$ cat src/rtl/washer_sequencer.sv
// ----------------------------------------------------------------------------
// washer_sequencer
//   Command stage ahead of the washer servo PWM block. When a docked vehicle
//   requests a wash (start), it debounces the request and then runs DIPS
//   servo dip cycles: down / hold, then up / settle. Completion is reported
//   with a four-phase handshake: done stays high until start drops.
//   An abort level forces the servo up and returns to idle after a settle
//   period, without raising done.
//
// Ports
//   CLK          in   system clock, all state changes on posedge
//   RSTn         in   asynchronous active-low reset
//   start        in   request level, held high until done is seen
//   abort        in   abort level, honoured in ARM / DOWN / UP
//   controlServo out  0 = servo up, 1 = servo down (feeds PWM controlServo)
//   busy         out  high in ARM, DOWN, UP, RECOVER
//   done         out  high in DONE only
//   dipCount     out  dips started in the current request
// ----------------------------------------------------------------------------
module washer_sequencer #(
  parameter int TICK_DIV     = 50000,
  parameter int DEBOUNCE     = 5,
  parameter int DOWN_TICKS   = 400,
  parameter int SETTLE_TICKS = 300,
  parameter int DIPS         = 3
) (
  input  logic       CLK,
  input  logic       RSTn,
  input  logic       start,
  input  logic       abort,
  output logic       controlServo,
  output logic       busy,
  output logic       done,
  output logic [3:0] dipCount
);

  typedef enum logic [2:0] {IDLE, ARM, DOWN, UP, DONE, RECOVER} state_e;

  localparam int DW = (TICK_DIV > 2) ? $clog2(TICK_DIV) : 1;

  state_e      state_q, state_d;
  logic [DW-1:0] div_q;
  logic [15:0] tcnt_q;
  logic [3:0]  dip_q, dip_d;
  logic        servo_q, servo_d;
  logic        busy_q, busy_d;
  logic        done_q, done_d;
  logic        tick;
  logic        exp_deb, exp_down, exp_settle;

  // Free-running timebase: tick is a one-clock pulse once per TICK_DIV clocks.
  assign tick = (div_q == DW'(TICK_DIV - 1));

  always_ff @(posedge CLK or negedge RSTn) begin
    if (!RSTn) div_q <= '0;
    else       div_q <= tick ? '0 : div_q + 1'b1;
  end

  // Tick counter restarts on every state entry (including UP -> DOWN).
  always_ff @(posedge CLK or negedge RSTn) begin
    if (!RSTn)                  tcnt_q <= '0;
    else if (state_d != state_q) tcnt_q <= '0;
    else if (tick)               tcnt_q <= tcnt_q + 16'd1;
  end

  // A period of N ticks expires on the tick seen while tCnt == N-1.
  assign exp_deb    = tick && (tcnt_q == 16'(DEBOUNCE - 1));
  assign exp_down   = tick && (tcnt_q == 16'(DOWN_TICKS - 1));
  assign exp_settle = tick && (tcnt_q == 16'(SETTLE_TICKS - 1));

  // State register plus registered Moore outputs.
  always_ff @(posedge CLK or negedge RSTn) begin
    if (!RSTn) begin
      state_q <= IDLE;
      dip_q   <= '0;
      servo_q <= 1'b0;
      busy_q  <= 1'b0;
      done_q  <= 1'b0;
    end else begin
      state_q <= state_d;
      dip_q   <= dip_d;
      servo_q <= servo_d;
      busy_q  <= busy_d;
      done_q  <= done_d;
    end
  end

  // Next-state logic. Abort is checked before any timer expiry so it wins
  // on a coincident edge.
  always_comb begin
    state_d = state_q;
    dip_d   = dip_q;
    unique case (state_q)
      IDLE: if (start) state_d = ARM;
      ARM: begin
        if (abort)        state_d = RECOVER;
        else if (!start)  state_d = IDLE;
        else if (exp_deb) begin
          state_d = DOWN;
          dip_d   = 4'd1;
        end
      end
      DOWN: begin
        if (abort)         state_d = RECOVER;
        else if (exp_down) state_d = UP;
      end
      UP: begin
        if (abort) state_d = RECOVER;
        else if (exp_settle) begin
          if (dip_q == 4'(DIPS)) state_d = DONE;
          else begin
            state_d = DOWN;
            dip_d   = dip_q + 4'd1;
          end
        end
      end
      DONE: begin
        if (!start) begin
          state_d = IDLE;
          dip_d   = '0;
        end
      end
      RECOVER: begin
        if (exp_settle) begin
          state_d = IDLE;
          dip_d   = '0;
        end
      end
      default: begin
        state_d = IDLE;
        dip_d   = '0;
      end
    endcase
  end

  // Output decode from the next state, so outputs are registered and aligned
  // with the state they describe.
  always_comb begin
    servo_d = (state_d == DOWN);
    busy_d  = (state_d == ARM) || (state_d == DOWN) ||
              (state_d == UP)  || (state_d == RECOVER);
    done_d  = (state_d == DONE);
  end

  assign controlServo = servo_q;
  assign busy         = busy_q;
  assign done         = done_q;
  assign dipCount     = dip_q;

endmodule

$ cat config.mk
export PLATFORM = sky130hd
export DESIGN_NAME = washer_sequencer
export DESIGN_NICKNAME = d
export VERILOG_FILES = /design/src/rtl/washer_sequencer.sv
export SDC_FILE = /design/constraint.sdc
export NUM_CORES = 1
export LEC_CHECK = 0
export BUFFER_PORTS_ARGS = -buffer_cell sky130_fd_sc_hd__buf_2
export CAP_MARGIN = 15
export CORE_MARGIN = 2
export CORE_UTILIZATION = 43
export DETAILED_ROUTE_END_ITERATION = 8
export PLACE_DENSITY = 0.7
export SYNTH_ARGS = -nofsm -noshare
export SYNTH_HDL_FRONTEND = slang
export SYNTH_SLANG_ARGS = --single-unit
$ cat constraint.sdc
create_clock -name CLK -period 2.4 [get_ports CLK]
set_clock_uncertainty 0.1 [all_clocks]
set_input_delay 0 -clock CLK [delete_from_list [all_inputs] [get_ports CLK]]
set_output_delay 0 -clock CLK [all_outputs]
set_load 0.1 [all_outputs]
==> impl_metrics.tcl <==
set metrics [dict create \
    worst_setup_path_end_kind "register" \
    drc_errors 0 \
    grt-ovfl-total 0 \
    wl_per_cell_um 14.7 \
    dieHeight_um 78.8 \
    path_class "reg2reg" \
    hold_class "in2async" \
    syn2layout_area_growth_pct 14.9 \
    num-nets-final 276 \
    synth_top_area_cell "sky130_fd_sc_hd__dfrtp_1" \
    ys_seq_elements 42 \
    cp.arrival_ps 2360 \
    max-slew-margin-rel_pct 39.5 \
    worst-endpoint-required_ps 2480 \
    core_ar_um2 5440 \
    power.static_leakage_uw 0.00120 \
    drive_above_1_share_pct 17.8 \
    yosys.cell_count.top_type "sky130_fd_sc_hd__dfrtp_1" \
    numPortBuffers 10 \
    tns_ps 0 \
    synth_area_per_cell_um2 9.65 \
    max_freq_mhz 438 \
    htree_levels 2 \
    syn_nets 257 \
    preCtsSetupSlack_ps 2.76 \
    ys_top_cells_by_count "sky130_fd_sc_hd__dfrtp_1, sky130_fd_sc_hd__nor3_1, sky130_fd_sc_hd__nor2_1" \
    maxSlewViolCount 0 \
    post-cts-setup-buffers 0 \
    clk_pin_slew_worst_setup_hold_paths_ps 80 \
    synth_async_sr_flop_share_pct 100 \
    power.total_uw 2000 \
    clock_path_buffers 2 \
    cts_sinks 42 \
    drt_iter0_markers 114 \
    layout.core_utilization_pct 50.8 \
    final_min_period_over_clock_period_pct 95.1 \
    cts_tree "built" \
    cpMaxStageDelayCell "sky130_fd_sc_hd__dfrtp_1" \
    netlist-cell-type-count 49 \
    antenna_found_initial 0 \
    initial_utilization_pct 44.2 \
    drv_cap 0 \
    grt_max_degree 43 \
    first_global_vias 1909 \
    ys.warnings.count 0 \
    clockRootBuffer "sky130_fd_sc_hd__clkbuf_8" \
    critical_path.startpoint_type "register" \
    worst-r2r-setup-slack_ps 120 \
    cell_chain_critical_path "nor4b_1 > and4_4 > and4_1 > a21o_1 > nand3_2 > mux2_2" \
    grt_use_total_pct 17.5 \
    num_io_pins 11 \
    netlist_area_um2 2400 \
    seq_area_frac_synth_pct 43.7 \
    die_w_um 78.8 \
    cts-buffers-inserted 5 \
    most_used_flip_flop_cell_after_synthesis "sky130_fd_sc_hd__dfrtp_1" \
    critPathTopFamily "simple AND/OR/NAND/NOR gates" \
    route.detailed.vias_per_inst 5.62 \
    post_layout_worst_setup_margin_ps 118 \
    placementRows 27 \
    number_of_enable_flip_flop_cells_after_synthesis 0 \
    antenna_diode_instance_count 0 \
    routed_wl_um 5010 \
    post-route-min-period_ps 2280 \
    fp.dieArea_um2 6200 \
    detail-route-antenna-nets 0 \
    worst-path-max-fanout 7 \
    dp_hpwl_um 3540 \
    post_synth_inst_count 249 \
    max_slew.worst_pin.slew_ps 908 \
    gp_congestion 0.826 \
    timing_hold_violations_final 0 \
    via_count 1915 \
    pwr_density_cell_nw_per_um2 724 \
    critPathMaxStageDelay_ps 480 \
    run_status "completed" \
    synthTopCellsByArea "sky130_fd_sc_hd__dfrtp_1, sky130_fd_sc_hd__xnor2_1, sky130_fd_sc_hd__xor2_1" \
    peakVddDrop_mv 0.395 \
    worstSkewPairLatency_ps 290 \
    wire_length_of_the_first_global_routing_pass_um 8710 \
    worstPathBufferInverterCount 0 \
    area_share_of_the_largest_cell_type_after_synthesis_pct 43.7 \
    first_pass_iters 4 \
    finalSetupViolations 0 \
]
routing by layer:
layer,up-vias,routed length (µm),track usage [%]
li1,934,-,-
met1,940,2300,22.5
met2,35,2500,29.9
met3,6,157,3.52
met4,0,55,4.91
met5,-,0,0
registers in the layout, summed over array words and instances, names as in the netlist:
name / flops
dipCount: 4
tcnt_q: 16
busy: 1
div_q: 16
done: 1
controlServo: 1
state_q: 3
worst register-to-register path, cell delays in order, from the launching register on:
cell and delay (ps):
sky130_fd_sc_hd__dfrtp_1 480, sky130_fd_sc_hd__nor4b_1 390, sky130_fd_sc_hd__and4_4 310, sky130_fd_sc_hd__and4_1 270
sky130_fd_sc_hd__a21o_1 230, sky130_fd_sc_hd__nand3_2 110, sky130_fd_sc_hd__mux2_2 290
cell families after synthesis:
kind of cell	count (synthesis)	share of synthesized area, %
flops	42	43.7
fa+ha+maj	4	2.08
mux	2	0.885
xor+xnor	29	10.6
simple gates	125	30.7
compound gates	28	8.33
buf+inv	19	3.70
stage by stage:
step	area (µm²)	hold WS (ps)	cells
after detailed placement	2580	94.5	330
after global routing	2760	373	341
after global placement	2580	82.6	330
after floorplan	2410	-396	249
after CTS	2720	314	341
final	2760	275	341
final timing paths:
path                           start  cells past startpoint     endpoint
max                        div_q[11]                      6  dipCount[1]
min                             RSTn                      2     div_q[6]
max reg2reg                div_q[11]                      6  dipCount[1]
min reg2reg                 div_q[0]                      1     div_q[0]
max in group asynchronous       RSTn                      2  dipCount[0]
min in group CLK            div_q[0]                      1     div_q[0]
power by group:
group,internal [µW],leakage [µW],switching [µW],total (µW)
clock network,311,0.0000524,236,547
logic,205,0.000587,437,642
registers,746,0.000561,63.2,810
total,1260,0.00120,736,2000
cell usage in the layout (no fill, tap or decap), drive strengths merged, types with 4 or more instances in the layout:
cell / synthesis / routed
nor2: 19 / 19
buf: 4 / 18
nor4b: 4 / 4
a21oi: 5 / 5
xnor2: 15 / 15
and4: 5 / 5
o21ai: 5 / 5
inv: 10 / 10
nand3: 11 / 11
nand4: 10 / 10
dfrtp: 42 / 42
nor3: 25 / 25
and3: 12 / 12
a31oi: 4 / 4
xor2: 14 / 14
clkbuf: 5 / 7
nand2: 17 / 17
ha: 4 / 4
timing repair:
item / CTS / global route
hold endpoints to repair: 45 / 0
pin swaps: 0 / 1
gates resized for setup: 1 / 10
hold buffers: 3 / 0
setup endpoints to repair: 1 / 20
final cells by class:
class | count | area, µm²
Inverter | 10 | 37.5
Clock buffer | 7 | 76.3
Tap cell | 72 | 90.1
Sequential cell | 42 | 1050
Multi-Input combinational cell | 188 | 1310
Timing Repair Buffer | 21 | 165
Fill cell | 499 | 2680
Clock inverter | 1 | 30.0
(Power assumes the default switching activity.)
